**src/rtl/sst_dump_reader.sv**
```systemverilog
// Bulk reader for the save-state address space: issues pipelined reads with
// FIFO credit flow control and streams the returned bytes over valid/ready.
module sst_dump_reader #(
    parameter int unsigned ADDR_W     = 13,
    parameter int unsigned LEN_W      = 14,
    parameter int unsigned RD_LAT     = 2,
    parameter int unsigned FIFO_DEPTH = 16
) (
    input  logic                          clk,
    input  logic                          sys_rst_n,
    input  logic                          start,
    input  logic                          abort,
    input  logic [ADDR_W-1:0]             base_addr,
    input  logic [LEN_W-1:0]              len,
    output logic                          rd_en,
    output logic [ADDR_W-1:0]             rd_addr,
    input  logic [7:0]                    rd_data,
    output logic [7:0]                    dout,
    output logic                          dout_vld,
    input  logic                          dout_rdy,
    output logic                          busy,
    output logic                          done,
    output logic [$clog2(FIFO_DEPTH):0]   level
);

    localparam int unsigned PW = $clog2(FIFO_DEPTH);
    localparam int unsigned LW = PW + 1;
    localparam int unsigned CW = LW + 1;
    localparam logic [LEN_W-1:0] MAX_LEN = LEN_W'(2 ** ADDR_W);

    typedef enum logic [1:0] {IDLE, RUN, DRAIN, FIN} state_t;

    state_t              state;
    logic [ADDR_W-1:0]   addr;
    logic [LEN_W-1:0]    issue_cnt;
    logic [LEN_W-1:0]    pop_cnt;
    logic [LEN_W-1:0]    len_eff;
    logic [RD_LAT-1:0]   vld_sr;
    logic [CW-1:0]       inflight;
    logic                credit_ok;
    logic                push;
    logic                pop;
    logic [7:0]          mem [FIFO_DEPTH];
    logic [PW-1:0]       wptr;
    logic [PW-1:0]       rptr;

    always_comb begin
        inflight = '0;
        for (int unsigned i = 0; i < RD_LAT; i++)
            inflight = inflight + CW'(vld_sr[i]);
    end

    // Reads already in flight hold a FIFO slot, so a push can never find it full.
    assign credit_ok = (CW'(level) + inflight) < CW'(FIFO_DEPTH);
    assign rd_en     = (state == RUN) && (issue_cnt != '0) && credit_ok;
    assign rd_addr   = addr;
    assign push      = vld_sr[RD_LAT-1];
    assign dout_vld  = (level != '0);
    assign pop       = dout_vld && dout_rdy;
    assign dout      = mem[rptr];
    assign len_eff   = (len > MAX_LEN) ? MAX_LEN : len;

    always_ff @(posedge clk or negedge sys_rst_n) begin
        if (!sys_rst_n) begin
            state     <= IDLE;
            addr      <= '0;
            issue_cnt <= '0;
            pop_cnt   <= '0;
            busy      <= 1'b0;
            done      <= 1'b0;
        end else begin
            done <= 1'b0;
            if (abort) begin
                state <= IDLE;
                busy  <= 1'b0;
            end else begin
                if (pop && busy)
                    pop_cnt <= pop_cnt - LEN_W'(1);
                case (state)
                    IDLE: begin
                        if (start) begin
                            if (len == '0) begin
                                state <= FIN;
                            end else begin
                                addr      <= base_addr;
                                issue_cnt <= len_eff;
                                pop_cnt   <= len_eff;
                                busy      <= 1'b1;
                                state     <= RUN;
                            end
                        end
                    end
                    RUN: begin
                        if (rd_en) begin
                            addr      <= addr + ADDR_W'(1);
                            issue_cnt <= issue_cnt - LEN_W'(1);
                        end
                        if (issue_cnt == '0)
                            state <= DRAIN;
                    end
                    DRAIN: begin
                        if (pop_cnt == '0) begin
                            state <= FIN;
                            busy  <= 1'b0;
                        end
                    end
                    FIN: begin
                        done  <= 1'b1;
                        state <= IDLE;
                    end
                    default: state <= IDLE;
                endcase
            end
        end
    end

    always_ff @(posedge clk or negedge sys_rst_n) begin
        if (!sys_rst_n) begin
            vld_sr <= '0;
            wptr   <= '0;
            rptr   <= '0;
            level  <= '0;
            mem    <= '{default: '0};
        end else if (abort) begin
            vld_sr <= '0;
            wptr   <= '0;
            rptr   <= '0;
            level  <= '0;
        end else begin
            vld_sr <= (vld_sr << 1) | RD_LAT'(rd_en);
            if (push) begin
                mem[wptr] <= rd_data;
                wptr      <= wptr + PW'(1);
            end
            if (pop)
                rptr <= rptr + PW'(1);
            if (push && !pop)
                level <= level + LW'(1);
            else if (!push && pop)
                level <= level - LW'(1);
        end
    end

    a_no_overflow: assert property (@(posedge clk) disable iff (!sys_rst_n)
        (push && !abort) |-> (level != LW'(FIFO_DEPTH)));

endmodule
```
**config.mk**
```make
export PLATFORM = sky130hd
export DESIGN_NAME = sst_dump_reader
export DESIGN_NICKNAME = d
export VERILOG_FILES = /design/src/rtl/sst_dump_reader.sv
export SDC_FILE = /design/constraint.sdc
export NUM_CORES = 1
export LEC_CHECK = 0
export ABC_AREA = 1
export BUFFER_PORTS_ARGS = -buffer_cell sky130_fd_sc_hd__buf_2
export CAP_MARGIN = 5
export CORE_ASPECT_RATIO = 0.7
export CORE_MARGIN = 2
export CORE_UTILIZATION = 55
export CTS_BUF_LIST = sky130_fd_sc_hd__clkbuf_8
export DETAILED_ROUTE_END_ITERATION = 8
export GPL_ROUTABILITY_DRIVEN = 0
export PLACE_DENSITY = 0.8
export SLEW_MARGIN = 0
export SYNTH_ARGS = -nofsm -noshare
export SYNTH_HDL_FRONTEND = slang
export SYNTH_SLANG_ARGS = --single-unit
export TNS_END_PERCENT = 50
```
**constraint.sdc**
```tcl
create_clock -name clk -period 2.5 [get_ports clk]
set_input_delay 0.75 -clock clk [delete_from_list [all_inputs] [get_ports clk]]
set_output_delay 0.75 -clock clk [all_outputs]
set_load 0.005 [all_outputs]
```
==> results of run 1 <==
==> Yosys cell counts, types with 2 or more instances <==
cell type	count
buf_4	3
nor2_1	96
o21ai_1	12
o22ai_1	5
inv_2	4
a21oi_1	90
nor2_2	11
ha_1	19
or2_2	2
nand3_1	126
nand2_1	366
o21a_1	2
inv_1	114
clkinv_1	9
xor2_1	3
buf_6	3
nand3b_1	3
nand4_1	7
dfrtp_1	188
o211ai_1	6
nor2_4	3
nand2_2	5
buf_1	4
nor3_1	9
clkbuf_1	31
buf_2	20
o221ai_1	4
o21ai_0	193
xnor2_1	5
==> sequential cells by signal (all words and copies together) (netlist names) <==
signal and cells:
issue_cnt 14, level 5, rptr 4, rd_addr 13
done 1, mem 128, wptr 4, pop_cnt 14
vld_sr 2, state 2, busy 1
==> layer usage <==
metal  wire length [um]  global-route usage (%)  up-vias
met5                  0                       0        -
met4                456                    7.27        0
met3               3770                    9.99       46
met2              12300                    41.8      554
met1              12900                    45.1     4549
li1                   -                       -     4583
==> metrics by stage <==
stage	power (mW)	utilization [%]	hold slack (ns)	setup TNS, ns
2_1_floorplan	6.92	-	0.448	0
3_3_place_gp	8.07	60.1	0.460	0
3_5_place_dp	8.18	60.1	0.468	0
4_1_cts	10.7	64.5	0.232	-1.46
5_1_grt	11.6	64.9	0.235	-2.67
6_report	10.8	64.9	0.224	-1.79
==> cell families (layout without fill, tap and decap cells) <==
family          count (synthesis)  in the layout
simple gates                  636            636
compound gates                318            318
flops                         188            188
buf+inv                       188            267
fa+ha+maj                      20             20
xor+xnor                        8              8
==> report_power, final <==
group	internal, mW	switching [mW]	leakage [nW]	total, mW
registers	3.51	0.497	2.29	4.00
logic	1.75	2.96	3.18	4.70
clock network	0.780	1.34	0.210	2.12
==> repair_timing <==
action	in CTS	in global routing
cloned	6	0
setup buffers	4	0
setup endpoints to repair	9	10
pin swaps	14	1
resized for setup	81	18
==> cell type report <==
type                       instances  share of cell area (%)
multi-input combinational        982                    42.1
sequential                       188                    40.2
timing repair buffer             108                    7.52
inverter                         127                    4.15
tap                              236                    2.52
clock buffer                      17                    2.00
clock inverter                    15                    1.59
==> path summary, 6_finish.rpt <==
check	startpoint	end	slack [ns]	cells after the start
worst max-delay path	rptr[0]	dout[5]	-0.26	7
max in group asynchronous	sys_rst_n	mem[26]	1.63	2
min in group clk	mem[104]	mem[104]	0.50	2
worst min register to register	mem[104]	mem[104]	0.50	2
worst max register to register	level[0]	level[4]	0.09	15
worst min-delay path	sys_rst_n	pop_cnt[12]	0.22	1
==> key figures, run 1 <==
Outcome
  • Failing checks: negative setup slack
  • Outcome: finished, violations left

STA
  • Post-route worst setup slack: -0.265 ns
  • Slew Limit Fails: 0
  • Slew headroom: between 40% and 50%
  • RSZ-0062 raised after global routing: true
  • Final Hold Violating Endpoints: 0
  • Period minus WS final: roughly 2.8 ns
  • Fmax: around 0.36 GHz
  • Final setup viols: 8
  • Worst clock skew: between 0.02 and 0.03 ns
  • Fin crit share: 111%
  • Worst Tran Pin Value: a little over 0.8 ns

Global routing
  • Largest net degree at the start of global routing: 58
  • Total Routing Usage GR: 30.0%
  • Initial antenna violation count: 0
  • GRT overflow: 0
  • Vias in the first global route: between 8,000 and 9,000
  • Global-route wire length before repair: ~47 mm

Clock network
  • CTS tree: built
  • TritonCTS Buffers: 17
  • Clock buffer depth: 2
  • Cts hold-fix bufs: 0
  • Worst-skew pair later-pin latency: around 0.50 ns
  • Clk slew on worst S/H paths: roughly 0.11 ns
  • Root Buffer: clkbuf_8
  • Number of H-tree levels: 4
  • Clock sinks: around 190

Min path
  • HP Class: in -> async

Worst setup path
  • Startpoint Class: flop
  • Critical path class: reg -> out
  • Cell mode on critical path: nand3_1
  • WP data required: about 1.8 ns
  • Critical path peak fanout: 26
  • CP cell instances: clkinvlp_4 -> buf_12 -> o21ai_0 -> nand3_1 -> nand3_1 -> nand2_1 -> buf_2
  • CP arrival: 2.01 ns
  • Top delay family on crit path: buffers and inverters
  • Buf/Inv on CP: 3
  • Worst Setup End Kind: output port
  • Worst path max stage delay: 0.42 ns
  • Worst path slowest cell: dfrtp_2

Logic synthesis
  • Post-synthesis xor/xnor area fraction: less than 1%
  • Synth area leader: dfrtp_1
  • Main synth FF type: dfrtp_1
  • Yosys cell types: 44
  • Cell area after synthesis: between 0.01 and 0.015 mm^2
  • Complex-gate fraction of the synthesized area: approximately 16%
  • Yosys top cell area share: between 40% and 50%
  • Post-synth ARST share: between 90% and 100%
  • Sequential fraction of the synthesis area: between 40% and 50%
  • Cells after synthesis: 1,358
  • Mux cell area share after synthesis: 0%
  • Net Count, Synth: between 1,000 and 1,500
  • Synthesis-stage register bit count: about 190
  • Post-synth EDFFs: 0
  • Average size of a mapped cell: ~7.5 um^2
  • Adder-Cell Fraction of Synth Area: 2.53%
  • Simple-Gate Fraction of Synth Area: roughly 27%
  • Largest family of logic cells by synthesized area: simple AND/OR/NAND/NOR gates
  • Ys Warns: 0
  • Leading post-synthesis cells by cell area: dfrtp_1, nand2_1, o21ai_0

Layout
  • Cell area after layout: between 0.01 and 0.015 mm^2
  • Layout fillers: 1,507
  • Layout cell share with drive strength beyond 1: 15.2%
  • Commonest non-fill, non-tap cell in the layout: nand2_1
  • Most frequent cells in the layout: nand2_1, dfrtp_1, o21ai_0
  • Register Area: 0.00471 mm^2
  • Synthesis-to-finish area growth: 15.2%
  • Non-filler cells, final: ~1,700
  • # diodes: 0
  • Layout net count: 1,484
  • Area of the multi-input gates: 0.00493 mm^2

Floorplanning
  • Initial core utilization: between 50 and 60%
  • Rows: 41
  • Die width: 167 um
  • Core area: roughly 0.018 mm^2
  • Die area: between 0.015 and 0.02 mm^2
  • Die Ht: around 120 um
  • # IOs: 70

Detailed routing
  • Final ANT Viol Nets: 0
  • Vias: a little under 10,000
  • Starting DRT DRC Count: about 1,200
  • Router iterations before antenna repair: 8
  • Routed length per instance: between 15 and 20 um
  • DRC violations left: 0
  • Routed vias/inst: 5.82
  • Routed WL: roughly 29 mm

Placement
  • Hpwl dp: between 15 and 20 mm
  • Dpl cell area: approximately 0.011 mm^2
  • Pre-CTS WS: roughly 0.16 ns
  • Buffers added on ports: 69
  • Placed cell count: between 1,500 and 2,000

Power
  • Leakage power: about 5.7 nW
  • Worst ir drop on vdd: roughly 0.51 mV
  • Pwr Density: slightly above 900 mW/mm^2

Flow run
  • Max Cap Viol: 0
(Power assumes the default switching activity.)
==> run 2, diff against run 1 <==
--- a/config.mk
+++ b/config.mk
@@ -5,16 +5,18 @@
 export SDC_FILE = /design/constraint.sdc
 export NUM_CORES = 1
 export LEC_CHECK = 0
-export ABC_AREA = 1
+export ABC_AREA = 0
 export BUFFER_PORTS_ARGS = -buffer_cell sky130_fd_sc_hd__buf_2
 export CAP_MARGIN = 5
+export CELL_PAD_IN_SITES_DETAIL_PLACEMENT = 0
+export CELL_PAD_IN_SITES_GLOBAL_PLACEMENT = 2
 export CORE_ASPECT_RATIO = 0.7
-export CORE_MARGIN = 2
-export CORE_UTILIZATION = 55
+export CORE_MARGIN = 1
+export CORE_UTILIZATION = 43
 export CTS_BUF_LIST = sky130_fd_sc_hd__clkbuf_8
 export DETAILED_ROUTE_END_ITERATION = 8
 export GPL_ROUTABILITY_DRIVEN = 0
-export PLACE_DENSITY = 0.8
+export PLACE_DENSITY = 0.88
 export SLEW_MARGIN = 0
 export SYNTH_ARGS = -nofsm -noshare
 export SYNTH_HDL_FRONTEND = slang
==> key figures, run 2 <==
Placement
  • Pre-CTS WS: -0.206 ns
  • Hpwl dp: ~18 mm
  • Dpl cell area: between 0.01 and 0.015 mm^2
  • Buffers added on ports: 69

Layout
  • Biggest register: mem
  • Largest registers: mem: 128 flops, issue_cnt: 14 flops, pop_cnt: 14 flops
  • # diodes: 0
  • Layout cell share with drive strength beyond 1: roughly 44%
  • Most frequent cells in the layout: dfrtp_1, mux2_2, buf_4
  • Synthesis-to-finish area growth: 20.5%
  • Cell area after layout: about 0.012 mm^2
  • Commonest non-fill, non-tap cell in the layout: dfrtp_1
  • Largest register FFs: between 100 and 150
  • Layout net count: a little under 1,000

Clock network
  • Clock sinks: roughly 190
  • Cts hold-fix bufs: 0
  • TritonCTS Buffers: 17
  • Number of H-tree levels: 4
  • Worst-skew pair later-pin latency: approximately 0.49 ns
  • Root Buffer: clkbuf_8
  • Clk slew on worst S/H paths: roughly 0.11 ns
  • Clock buffer depth: 2
  • CTS tree: built

Detailed routing
  • Router iterations before antenna repair: 5
  • Starting DRT DRC Count: between 500 and 600
  • Final ANT Viol Nets: 0
  • Routed WL: roughly 24 mm
  • Routed length per instance: 20.0 um
  • Vias: a little over 7,000
  • DRC violations left: 0
  • Routed vias/inst: just under 6

Logic synthesis
  • Post-synth EDFFs: 0
  • Leading post-synthesis cells by cell area: dfrtp_1, mux2_2, mux4_2
  • Yosys top cell area share: 48.6%
  • Net Count, Synth: 847
  • Top-count cell post-synth: dfrtp_1
  • Post-synth ARST share: 100%
  • Main synth FF type: dfrtp_1
  • Ys Warns: 0
  • Cells after synthesis: 787
  • Synthesis-stage register bit count: ~190
  • Synth area leader: dfrtp_1
  • Average size of a mapped cell: ~12 um^2
  • Top cells by count, synth: dfrtp_1, mux2_2, nor2_1, mux4_2, clkbuf_1
  • Yosys cell types: 68
  • Sequential fraction of the synthesis area: 48.6%
  • Cell area after synthesis: ~0.0097 mm^2

STA
  • Period minus WS final: roughly 3.1 ns
  • Fmax: 0.320 GHz
  • Fin Setup TNS: -5.14 ns
  • Worst clock skew: ~0.012 ns
  • Worst Tran Pin Value: approximately 1.2 ns
  • RSZ-0062 raised after global routing: true
  • Slew Limit Fails: 0
  • Final Hold Violating Endpoints: 0
  • Slew headroom: 16.1%
  • Post-route worst setup slack: -0.628 ns
  • Final setup viols: 11
  • Fin crit share: 125%

Power
  • Clock group share of total power: roughly a fifth
  • Combinational cell fraction of total power: between 40% and 50%
  • Sw Share: a little under two fifths
  • Psw: between 4 and 5 mW
  • Pwr Density: slightly above 900 mW/mm^2
  • Worst ir drop on vdd: 0.375 mV
  • Leakage power: ~5.3 nW
  • Sequential share of power: between 30% and 40%
  • Int Pwr: approximately 6.6 mW
  • Final Power: about 11 mW

Floorplanning
  • Initial core utilization: around 44%
  • Rows: 45
  • Die width: between 150 and 200 um
  • # IOs: 70
  • Die Ht: ~130 um
  • Die area: around 0.023 mm^2
  • Core area: around 0.022 mm^2

Worst setup path
  • CP arrival: about 2.4 ns
  • Critical path peak fanout: 9
  • Startpoint Class: flop
  • Critical path class: reg -> out
  • WP data required: 1.75 ns
  • R2r startpoint: level[0]
  • Crit path launch: rptr[0]
  • Worst Setup End Kind: output port

Flow run
  • Max Cap Viol: 0

Global routing
  • Largest net degree at the start of global routing: 66
  • Initial antenna violation count: 0
  • Global-route wire length before repair: 39.9 mm
  • Total Routing Usage GR: between 20 and 25%
  • GRT overflow: 0
  • Vias in the first global route: about 6,900

Outcome
  • Failing checks: negative setup slack
  • Outcome: finished, violations left

Min path
  • HP Class: in -> async
## run 2: cell count changes in the layout (fill, tap and decap cells not counted), sizes merged, moves of 13 or more
cell    before  now
inv        124   26
o21ai      205   10
mux4         0   40
nor2       111   60
buf        107  167
a21oi       91   31
a311oi       0   13
a31oi        0   18
mux2         0  131
nand2      373   33
nand3      128   18
## run 2: worst paths after layout
path / endpoint / slack [ns] / depth (start not counted)
setup / recovery: dout[7] / -0.63 / 4
hold / removal: mem[38] / 0.25 / 1
setup reg to reg: level[4] / -0.15 / 9
hold reg to reg: mem[106] / 0.51 / 1
max in group asynchronous: rptr[0] / 1.63 / 2
min in group clk: mem[106] / 0.51 / 1
## run 2: worst max-delay path: stages, from the launching register on
cell	delay (ns)
dfrtp_2	0.49
buf_12	0.17
mux4_2	0.56
mux4_2	0.52
buf_2	0.15
## run 2: area by class of cell
| class | count | area (um^2) |
|---|---|---|
| tap | 282 | 353 |
| inverter | 21 | 81.3 |
| clock inverter | 14 | 175 |
| clock buffer | 18 | 248 |
| multi-input combinational | 533 | 4860 |
| sequential | 188 | 4710 |
| fill | 1862 | 10200 |
| timing repair buffer | 168 | 1240 |
## run 2: metal layers
layer / routed length (um) / vias to the layer above / share of wire (%) / GRT usage, %
met5: 0 / - / 0 / 0
met4: 305 / 0 / 1.2 / 6.28
met3: 1080 / 22 / 4.4 / 4.50
met2: 10000 / 145 / 41 / 29.7
met1: 13100 / 3665 / 53 / 36.2
li1: - / 3273 / - / -
## run 2: what timing repair did
action | CTS | global route
pin swaps | 2 | 13
cloned | 0 | 0
endpoints found under the setup margin | 11 | 29
resized for setup | 4 | 22
setup buffers | 0 | 9
## run 2: cells by family (layout without fill, tap and decap cells)
logic type | after synthesis | after routing | synth area share, %
AND/OR/NAND/NOR | 202 | 202 | 11.1
multiplexers | 176 | 176 | 25.1
XOR/XNOR | 8 | 8 | 0.724
buffers and inverters | 66 | 221 | 2.57
adder cells (fa/ha/maj) | 20 | 20 | 2.66
flip-flops | 188 | 188 | 48.6
AO/OA/AOI/OAI | 127 | 127 | 9.31
## run 2: power by group through the flow
| stage | Sequential, mW | Clock [mW] | Combinational [mW] |
|---|---|---|---|
| floorplan | 4.00 | 0 | 2.49 |
| global placement | 4.09 | 0 | 4.12 |
| detailed placement | 4.09 | 0 | 4.16 |
| CTS | 4.04 | 2.19 | 4.23 |
| global route | 4.16 | 2.30 | 4.89 |
| finish | 4.09 | 2.13 | 4.46 |
## run 2: through the flow
step                utilization [%]  hold WS [ns]  cells
finish                         53.3         0.252   1224
global route                   53.3         0.265   1224
CTS                            52.5         0.240   1215
detailed placement             50.5         0.488   1183
global placement               50.5         0.475   1183
floorplan                         -         0.454    787
